### src/rtl/instruction_prefetcher_pkg.sv
// Shared widths and helpers for the instruction prefetcher.
package instruction_prefetcher_pkg;

    localparam int IMEM_AW = 32;
    localparam int IMEM_DW = 32;

    // Width of a counter that must hold 0..depth inclusive.
    function automatic int cnt_width(input int depth);
        return $clog2(depth + 1);
    endfunction

endpackage

### src/rtl/instruction_prefetcher_sync_fifo.sv
// Small synchronous FIFO with a flush that wins over push/pop.
// DEPTH must be a power of two so the pointers wrap for free.
module sync_fifo
    import instruction_prefetcher_pkg::*;
#(
    parameter int WIDTH = 8,
    parameter int DEPTH = 4,
    localparam int CW   = cnt_width(DEPTH),
    localparam int PW   = $clog2(DEPTH)
) (
    input  logic             clk,
    input  logic             rst_n,
    input  logic             flush,
    input  logic             push,
    input  logic [WIDTH-1:0] wdata,
    input  logic             pop,
    output logic [WIDTH-1:0] rdata,
    output logic             empty,
    output logic [CW-1:0]    count
);

    logic [WIDTH-1:0] mem_q [DEPTH];
    logic [PW-1:0]    wr_q, rd_q;
    logic [CW-1:0]    cnt_q, cnt_d;
    logic             full, do_push, do_pop;

    assign empty   = (cnt_q == '0);
    assign full    = (cnt_q == CW'(DEPTH));
    assign count   = cnt_q;
    assign rdata   = mem_q[rd_q];
    assign do_pop  = pop && !empty;
    assign do_push = push && (!full || do_pop);

    always_comb begin
        cnt_d = cnt_q;
        if (do_push && !do_pop)      cnt_d = cnt_q + 1'b1;
        else if (!do_push && do_pop) cnt_d = cnt_q - 1'b1;
    end

    always_ff @(posedge clk or negedge rst_n) begin
        if (!rst_n) begin
            wr_q  <= '0;
            rd_q  <= '0;
            cnt_q <= '0;
        end else if (flush) begin
            wr_q  <= '0;
            rd_q  <= '0;
            cnt_q <= '0;
        end else begin
            if (do_push) wr_q <= wr_q + 1'b1;
            if (do_pop)  rd_q <= rd_q + 1'b1;
            cnt_q <= cnt_d;
        end
    end

    always_ff @(posedge clk) begin
        if (do_push && !flush) mem_q[wr_q] <= wdata;
    end

    // Callers size their credits so a push never meets a full FIFO.
    always @(posedge clk) begin
        if (rst_n && !flush) assert (!(push && full && !pop));
    end

endmodule

### src/rtl/instruction_prefetcher.sv
// Sequential instruction prefetcher: credit-limited fetch into a small
// buffer, with redirect that discards everything still in flight.
module instruction_prefetcher
    import instruction_prefetcher_pkg::*;
#(
    parameter int                  ADDR_WIDTH = IMEM_AW,
    parameter int                  DATA_WIDTH = IMEM_DW,
    parameter int                  DEPTH      = 4,
    parameter logic [ADDR_WIDTH-1:0] RESET_PC = '0
) (
    input  logic                  clk,
    input  logic                  rst_n,
    input  logic                  redirect,
    input  logic [ADDR_WIDTH-1:0] redirect_pc,
    output logic                  instr_valid,
    output logic [DATA_WIDTH-1:0] instr,
    output logic [ADDR_WIDTH-1:0] instr_pc,
    input  logic                  instr_ready,
    output logic                  mem_req,
    output logic [ADDR_WIDTH-1:0] mem_addr,
    input  logic                  mem_ready,
    input  logic                  mem_rvalid,
    input  logic [DATA_WIDTH-1:0] mem_rdata
);

    localparam int CW = cnt_width(DEPTH);
    localparam int SW = CW + 1;

    logic [ADDR_WIDTH-1:0] fetch_pc_q, fetch_pc_d, pcq_rdata;
    logic [CW-1:0]         outst_q, outst_d, drop_q, drop_d;
    logic [CW-1:0]         ib_cnt, pcq_cnt;
    logic [SW-1:0]         credit_used;
    logic                  accept, rsp_live, rsp_drop, ib_empty, pcq_empty;

    // Buffered plus in-flight words may never exceed the buffer size.
    assign credit_used = SW'(ib_cnt) + SW'(outst_q);
    assign mem_req     = !redirect && (credit_used < SW'(DEPTH));
    assign mem_addr    = fetch_pc_q;
    assign accept      = mem_req && mem_ready;
    assign rsp_live    = mem_rvalid && !redirect && (drop_q == '0);
    assign rsp_drop    = mem_rvalid && !redirect && (drop_q != '0);
    assign instr_valid = !ib_empty;

    always_comb begin
        fetch_pc_d = fetch_pc_q;
        outst_d    = outst_q;
        drop_d     = drop_q;
        if (accept) fetch_pc_d = fetch_pc_q + 1'b1;
        if (accept && !mem_rvalid)      outst_d = outst_q + 1'b1;
        else if (!accept && mem_rvalid) outst_d = outst_q - 1'b1;
        if (rsp_drop) drop_d = drop_q - 1'b1;
        // A response landing on the redirect cycle is already accounted for.
        if (redirect) begin
            fetch_pc_d = redirect_pc;
            drop_d     = outst_q - CW'(mem_rvalid);
        end
    end

    always_ff @(posedge clk or negedge rst_n) begin
        if (!rst_n) begin
            fetch_pc_q <= RESET_PC;
            outst_q    <= '0;
            drop_q     <= '0;
        end else begin
            fetch_pc_q <= fetch_pc_d;
            outst_q    <= outst_d;
            drop_q     <= drop_d;
        end
    end

    sync_fifo #(.WIDTH(ADDR_WIDTH + DATA_WIDTH), .DEPTH(DEPTH)) u_ibuf (
        .clk   (clk),
        .rst_n (rst_n),
        .flush (redirect),
        .push  (rsp_live),
        .wdata ({pcq_rdata, mem_rdata}),
        .pop   (instr_valid && instr_ready),
        .rdata ({instr_pc, instr}),
        .empty (ib_empty),
        .count (ib_cnt)
    );

    sync_fifo #(.WIDTH(ADDR_WIDTH), .DEPTH(DEPTH)) u_pcq (
        .clk   (clk),
        .rst_n (rst_n),
        .flush (redirect),
        .push  (accept),
        .wdata (fetch_pc_q),
        .pop   (rsp_live),
        .rdata (pcq_rdata),
        .empty (pcq_empty),
        .count (pcq_cnt)
    );

    // The pc queue tracks exactly the live (non-dropped) requests.
    always @(posedge clk) begin
        if (rst_n) begin
            assert (!(rsp_live && pcq_empty));
            assert (pcq_cnt == outst_q - drop_q);
        end
    end

endmodule

### config.mk
export PLATFORM = sky130hd
export DESIGN_NAME = instruction_prefetcher
export DESIGN_NICKNAME = d
export VERILOG_FILES = /design/src/rtl/instruction_prefetcher_pkg.sv /design/src/rtl/instruction_prefetcher_sync_fifo.sv /design/src/rtl/instruction_prefetcher.sv
export SDC_FILE = /design/constraint.sdc
export NUM_CORES = 1
export LEC_CHECK = 0
export BUFFER_PORTS_ARGS = -buffer_cell sky130_fd_sc_hd__buf_2
export CAP_MARGIN = 20
export CORE_MARGIN = 5
export CORE_UTILIZATION = 50
export DETAILED_ROUTE_END_ITERATION = 8
export GPL_TIMING_DRIVEN = 0
export PLACE_DENSITY = 0.73
export SLEW_MARGIN = 0
export SYNTH_ARGS = -nofsm -noshare
export SYNTH_HDL_FRONTEND = slang
export SYNTH_HIERARCHICAL = 1
export SYNTH_SLANG_ARGS = --single-unit
### constraint.sdc
create_clock -name clk -period 17.15 [get_ports clk]
set_input_delay 1.715 -clock clk [delete_from_list [all_inputs] [get_ports clk]]
set_output_delay 1.715 -clock clk [all_outputs]
set_load 0.1 [all_outputs]
Yosys cells after proc, flatten, opt, wreduce, memory -nomap -nowiden:

Memories as Yosys holds them, arrays and structs flattened.
Index checks and enable logic that the tools add are counted.

* RAM bits: 384
* bits in registers: 52
* logic and storage cells: 96
* memories: 2
* output and inout port bits: 98
* bits of input ports: 70

Memories
* u_ibuf.mem_q: depth 4, width 64, read ports 1, clocked after Yosys merged registers in 0, wr ports 1, RTL line instruction_prefetcher_sync_fifo.sv:22 `logic [WIDTH-1:0] mem_q [DEPTH];`
* u_pcq.mem_q: depth 4, width 32, read ports 1, clocked after Yosys merged registers in 0, wr ports 1, RTL line instruction_prefetcher_sync_fifo.sv:22

* equal/unequal tests: 2
* reduce and logical (&&, ||, !) cells: 44
* multiplexer cells: 24
* add/subtract/negate cells: 14
* order comparisons: 1

Operators with widths (count)
* 32-bit 2-to-1 mux: 2
* 32-bit by 1-bit adder with 32-bit output (second input constant): 1
* 3-bit 2-to-1 mux: 10
* 1-bit logical AND: 18
* 2-bit 2-to-1 mux: 8
* 2-bit nonzero test: 7
* 3-bit by 1-bit subtractor with 3-bit output (second input constant): 4
* 1-bit zero test: 11
* 3-bit by 1-bit adder with 3-bit output (second input constant): 3
* 3-bit zero test: 3
* 3-bit nonzero test: 3
* 2-bit by 1-bit adder with 2-bit output (second input constant): 4
* 3-bit equality test (second input constant): 2
* 3-bit by 3-bit adder with 4-bit output: 1
* 4-bit by 3-bit less-than comparator with 1-bit output (second input constant): 1
* 1-bit 2-to-1 mux: 4
* 3-bit by 1-bit subtractor with 3-bit output: 1
* 1-bit logical OR: 2

Logic depth before layout (Yosys ltp):

Gate-level depths: netlist (run 1).

* depth after elaboration: 11
* mapped depth: 13
* gate-level depth less buffers: 10

Modules after synthesis:

Netlist (run 1), hierarchy kept.

By module, submodules not included
* sync_fifo at u_ibuf: area an instance 9778.1 um^2, cells each 396, times used 1
* sync_fifo at u_pcq: area an instance 5168.7 um^2, cells each 229, times used 1
* instruction_prefetcher: area an instance 2738.9 um^2, cells each 318, times used 1

Least setup slack after synthesis (run 1):

Ideal clock, no wire load.

* path kind: input port to flip-flop
* from: input redirect
* to: memory u_ibuf/mem_q[0][0] (netlist name) (enable)
* cell stages on the path: 7
* setup slack: 8.959 ns
* buffers on the path: 4
* arrival time: 7.613 ns
* library setup time: 0.578 ns
* path through: clkbuf_1 -> clkbuf_1 -> clkbuf_1 -> nor3_1 -> buf_2 -> o21ai_0 -> nor3b_1

* word-level cells in the longest chain between the ends: 7

RTL lines
* start: declaration: RTL line instruction_prefetcher.sv:13 `input logic redirect,`
* 1-bit zero test: RTL line instruction_prefetcher.sv:40 `assign rsp_live = mem_rvalid && !redirect && (drop_q == '0);`
* 1-bit logical AND (2 in a row): RTL line instruction_prefetcher.sv:40
* net rsp_live: RTL line instruction_prefetcher.sv:33 `logic accept, rsp_live, rsp_drop, ib_empty, pcq_empty;`
* 1-bit logical AND: RTL line instruction_prefetcher_sync_fifo.sv:32 `assign do_push = push && (!full || do_pop);`
* 1-bit logical AND: RTL line instruction_prefetcher_sync_fifo.sv:57 `if (do_push && !flush) mem_q[wr_q] <= wdata;`
* 1-bit 2-to-1 mux: RTL line instruction_prefetcher_sync_fifo.sv:57
* 1-bit 2-to-1 mux (not written as such): RTL line instruction_prefetcher_sync_fifo.sv:57
* end: declaration: RTL line instruction_prefetcher_sync_fifo.sv:22

The timed path passes the listed nets, and every way through them passes these cells.

Worst setup path in the final report (run 1):

* from: input redirect
* to: memory u_ibuf/mem_q[2][30] (netlist name) (enable)

The elaborated chain is that of the path after synthesis.

==> impl_metrics.env, run 1 <==
export IMPL_status="completed"
export IMPL_synth_nets=1031
export IMPL_grt_pass1_wl_microns=59200
export IMPL_utilization=0.603
export IMPL_powerDensity_mw_per_mm2=116
export IMPL_htree_levels=2
export IMPL_cts_buffers=44
export IMPL_fmax_ghz=0.183
export IMPL_slew_viol_final=0
export IMPL_setup_worst_path_class="in2reg"
export IMPL_gp_congestion=0.892
export IMPL_critPathArrivalTime_ps=5700
export IMPL_required_ps=17390
export IMPL_hpwlAfterDp_microns=27200
export IMPL_grt_max_degree=34
export IMPL_fillers=2568
export IMPL_drc=0
export IMPL_postCtsResizedCells=0
export IMPL_portBuffers=167
export IMPL_avgSynthCellArea_sq_um=18.8
export IMPL_hp_class="reg2reg"
export IMPL_power_mw=2.42
export IMPL_p_comb_frac=0.120
export IMPL_drive_above_1_share=0.342
export IMPL_final_cells=1682
export IMPL_ir_drop_mv=0.0778
export IMPL_tightest_slew_ps=1010
export IMPL_total_leakage_power_nw=7.14
export IMPL_crit_path_end_kind="flop"
export IMPL_syn_inst=942
export IMPL_drv_cap=0
export IMPL_io_pins=168
export IMPL_crit_path_start_kind="input pin"
export IMPL_fin_skew_ps=13.5
export IMPL_cts_sinks=436
export IMPL_drtAntennaViolNets=0
export IMPL_cts_buffer_depth=3
export IMPL_pre_cts_ws_ps=11120
export IMPL_initial_core_util=0.509
export IMPL_rsz0062_at_grt="false"
export IMPL_dieWidth_microns=198
export IMPL_whs_ps=527
export IMPL_area_growth_pct=18.4
export IMPL_fin_area_sq_mm=0.0209
export IMPL_drt_total_wl_microns=38200
export IMPL_num_antenna_cells=0
export IMPL_path_max_fanout=14
export IMPL_insertion_delay_ps=540
export IMPL_syn_cell_area_sq_mm=0.0177
export IMPL_track_usage=0.197
export IMPL_hold_buffers=0
export IMPL_core_area_sq_mm=0.0347
export IMPL_dr_first_iter_drc_count=926
export IMPL_p_int_mw=1.80
export IMPL_setup_tns_ps=0
export IMPL_finalHoldViolCount=0
export IMPL_placed_cells=1604
export IMPL_clockRootBuffer="clkbuf_16"
export IMPL_multiInputGateArea_sq_mm=0.00452
export IMPL_dr_total_vias=9817
export IMPL_pwr_share_seq=0.511
export IMPL_rows=68
export IMPL_avgViaCountPerCell=5.84
export IMPL_finalSetupViolCount=0
export IMPL_antenna_found_initial=0
export IMPL_fin_crit_sh=0.319
export IMPL_fin_crit_ps=5470
export IMPL_place_area_sq_mm=0.0196
export IMPL_swShare=0.255
export IMPL_nets=1284
export IMPL_drt_pass1_iterations=6
export IMPL_wl_per_cell_microns=22.7
export IMPL_post_cts_setup_buffer_count=0
export IMPL_grt_remaining_overflow=0
export IMPL_yosys_warnings=6
export IMPL_seqCellArea_sq_mm=0.0128
export IMPL_max_slew_margin=0.323
export IMPL_switchingPower_uw=618
export IMPL_setup_ws_ps=11680
export IMPL_cts_tree="done"
export IMPL_path_clk_slew_ps=60
export IMPL_p_clk_frac=0.369
export IMPL_grt_pass1_vias=9893
export IMPL_fp_dieArea_sq_mm=0.0392
export IMPL_die_y_microns=198
==> final cells by class <==
type	instances	share of cell area
Buffer	53	0.0143
Clock buffer	64	0.0581
Timing Repair Buffer	207	0.0620
Inverter	19	0.00341
Clock inverter	14	0.00639
Multi-Input combinational cell	434	0.216
Tap cell	455	0.0272
Sequential cell	436	0.613
==> registers in the layout, summed over array words and instances (netlist names) <==
register and cells:
drop_q 3, mem_addr 32, outst_q 3, u_ibuf/count 3
u_ibuf/mem_q 256, u_ibuf/rd_q 2, u_ibuf/wr_q 2, u_pcq/count 3
u_pcq/mem_q 128, u_pcq/rd_q 2, u_pcq/wr_q 2
==> power by group through the flow <==
stage          Sequential [mW]  Clock [mW]  Combinational [mW]
3_5_place_dp              1.26           0               0.290
5_1_grt                   1.24       0.969               0.310
4_1_cts                   1.24       0.914               0.291
2_1_floorplan             1.31           0               0.156
3_3_place_gp              1.26           0               0.278
6_report                  1.24       0.893               0.290
==> per-layer routing <==
metal / vias to the layer above / track usage / share of wire
met3: 51 / 0.0362 / 0.078
met4: 0 / 0.0533 / 0.023
li1: 4351 / - / -
met5: - / 0 / 0
met1: 5026 / 0.285 / 0.42
met2: 389 / 0.316 / 0.48
==> path summary, 6_finish.rpt <==
check	to	slack [ps]	start	cells after the start
worst max-delay path	u_ibuf/mem_q[2][30]$_DFFE_PP_	11680	redirect	12
worst min-delay path	outst_q[2]$_DFFE_PN0P_	530	outst_q[2]$_DFFE_PN0P_	1
worst max register to register	u_pcq/mem_q[1][6]$_DFFE_PP_	13010	u_ibuf/count[1]$_DFFE_PN0P_	11
worst min register to register	outst_q[2]$_DFFE_PN0P_	530	outst_q[2]$_DFFE_PN0P_	1
max in group asynchronous	mem_addr[27]$_DFFE_PN0P_	15380	rst_n	2
min in group asynchronous	u_ibuf/count[1]$_DFFE_PN0P_	1170	rst_n	1
==> critical path, cell delays in order <==
cell	delay (ps)
buf_2	200
clkbuf_1	290
clkbuf_1	340
clkbuf_1	290
nor3_1	460
buf_2	290
o21ai_0	300
nor3b_2	920
buf_4	370
buf_6	190
buf_6	160
buf_6	160
==> cells in the final DEF (no fill, tap or decap), drive strengths merged, types with 5 or more instances in the layout <==
cell	instances
mux2i	5
buf	233
xnor2	9
o21a	6
nand2b	8
and4	6
mux4	96
nor3b	9
o311ai	9
a21oi	5
clkbuf	91
a31oi	7
nand4	25
and3	6
nand2	33
or4	8
o21ai	14
xor2	10
nand3	33
ha	16
nor3	9
nor4	10
inv	22
edfxtp	384
nor2b	10
o31ai	11
dfrtp	52
nor2	40
mux2	9
clkinv	8
(Power assumes the default switching activity.)
==> inputs of run 2 (changes only) <==
==> constraint.sdc (replaced) <==
create_clock -name clk -period 5.1 [get_ports clk]
set_input_delay 0.51 -clock clk [delete_from_list [all_inputs] [get_ports clk]]
set_output_delay 0.51 -clock clk [all_outputs]
set_load 0.1 [all_outputs]
==> run 2 against run 1 <==
Net effect: sequential share of layout area about the same; clock-buffer cell count stayed put; die area unchanged; utilization is essentially flat; via count rose by 0.11%; cell area about the same; critical path depth unchanged; sequential cell count is the same; largest cell class unchanged; largest power group unchanged.
==> impl_metrics.env, run 2 (same netlist as run 1, synthesis figures left out) <==
export IMPL_track_usage=0.197
export IMPL_antenna_found_initial=0
export IMPL_setup_worst_path_class="in2reg"
export IMPL_drt_total_wl_microns=38200
export IMPL_cts_tree="done"
export IMPL_dr_total_vias=9828
export IMPL_grt_pass1_vias=9894
export IMPL_dieWidth_microns=198
export IMPL_grt_max_degree=34
export IMPL_total_leakage_power_nw=7.15
export IMPL_use_met3=0.0362
export IMPL_io_pins=168
export IMPL_cp_startpoint="redirect"
export IMPL_final_common_cell="edfxtp_1"
export IMPL_die_y_microns=198
export IMPL_drc=0
export IMPL_insertion_delay_ps=540
export IMPL_rsz0062_at_grt="false"
export IMPL_crit_path_end_kind="flop"
export IMPL_path_clk_slew_ps=60
export IMPL_powerDensity_mw_per_mm2=388
export IMPL_rows=68
export IMPL_fmax_ghz=0.233
export IMPL_critPathArrivalTime_ps=4530
export IMPL_grt_util_met1=0.285
export IMPL_hpwlAfterDp_microns=27200
export IMPL_largest_reg_flops=256
export IMPL_crit_path_start_kind="input pin"
export IMPL_core_area_sq_mm=0.0347
export IMPL_place_area_sq_mm=0.0196
export IMPL_grt_pass1_wl_microns=59200
export IMPL_fin_crit_sh=0.842
export IMPL_fin_skew_ps=14.9
export IMPL_drt_pass1_iterations=5
export IMPL_wl_per_cell_microns=22.7
export IMPL_htree_levels=2
export IMPL_grt_met2_usage=0.316
export IMPL_required_ps=5340
export IMPL_drive_above_1_share=0.342
export IMPL_dr_first_iter_drc_count=848
export IMPL_slew_viol_final=0
export IMPL_area_growth_pct=18.5
export IMPL_layout_common_cells="edfxtp_1 (384), buf_2 (182), mux4_2 (96)"
export IMPL_tightest_slew_ps=1000
export IMPL_portBuffers=167
export IMPL_fin_crit_ps=4290
export IMPL_setup_tns_ps=0
export IMPL_path_max_fanout=14
export IMPL_fin_area_sq_mm=0.0210
export IMPL_cts_buffers=44
export IMPL_finalHoldViolCount=0
export IMPL_min_from="redirect_pc[2]"
export IMPL_status="completed"
export IMPL_r2r_slack_ps=960
export IMPL_fillers=2567
export IMPL_clockRootBuffer="clkbuf_16"
export IMPL_final_cells=1683
export IMPL_finalSetupViolCount=0
export IMPL_initial_core_util=0.509
export IMPL_hp_class="in2reg"
export IMPL_rr_startpoint="u_ibuf/count[1]$_DFFE_PN0P_"
export IMPL_drv_cap=0
export IMPL_num_antenna_cells=0
export IMPL_post_cts_setup_buffer_count=0
export IMPL_fp_dieArea_sq_mm=0.0392
export IMPL_grt_remaining_overflow=0
export IMPL_ir_drop_mv=0.262
export IMPL_regMostFlops="u_ibuf/mem_q"
export IMPL_grt_busiest_layer="met2"
export IMPL_gp_congestion=0.892
export IMPL_whs_ps=180
export IMPL_max_slew_margin=0.328
export IMPL_cts_buffer_depth=3
export IMPL_cts_sinks=436
export IMPL_placed_cells=1604
export IMPL_drtAntennaViolNets=0
export IMPL_avgViaCountPerCell=5.84
export IMPL_nets=1285
run 2: what timing repair did:
action	in CTS	in global routing
gates resized for setup	0	0
hold buffers	1	0
endpoints found under the hold margin	19	0
run 2: area by class of cell:
cell class	instances	area, sq um	share of cell area
Buffer	53	300	0.0143
Clock buffer	64	1220	0.0581
Clock inverter	14	134	0.00639
Inverter	19	71.3	0.00340
Multi-Input combinational cell	434	4520	0.216
Sequential cell	436	12800	0.613
Tap cell	455	569	0.0272
Timing Repair Buffer	208	1310	0.0625
run 2: worst max-delay path, stage by stage:
cell	delay, ps
buf_2	200
clkbuf_1	290
clkbuf_1	350
clkbuf_1	300
nor3_1	470
buf_2	290
o21ai_0	300
nor3b_2	910
buf_4	360
buf_6	190
buf_6	160
buf_6	160
run 2: through the flow:
| stage | total power, mW | worst slack (ps) | utilization |
|---|---|---|---|
| finish | 8.13 | 807 | 0.604 |
| detailed placement | 5.20 | 275 | 0.564 |
| floorplan | 4.92 | -1890 | - |
| global placement | 5.16 | -7000 | 0.550 |
| CTS | 8.21 | 825 | 0.604 |
| global route | 8.47 | 542 | 0.604 |
run 2: report_power, final:
part           internal [mW]  leakage [nW]  switching [mW]  total (mW)
registers               4.02          4.09           0.133        4.16
logic                  0.273          2.40           0.703       0.976
clock network           1.76         0.655            1.24        3.00
run 2: final timing paths:
path,end,cells after the start
setup / recovery,u_ibuf/mem_q[2][30]$_DFFE_PP_,12
hold / removal,mem_addr[2]$_DFFE_PN0P_,3
setup reg to reg,u_pcq/mem_q[1][6]$_DFFE_PP_,11
hold reg to reg,outst_q[2]$_DFFE_PN0P_,1
max in group asynchronous,mem_addr[27]$_DFFE_PN0P_,3
min in group asynchronous,u_ibuf/count[1]$_DFFE_PN0P_,2
run 2: metal layers:
metal  share of wire  up-vias
li1                -     4348
met1            0.42     5027
met2            0.49      400
met3           0.077       53
met4           0.023        0
met5               0        -
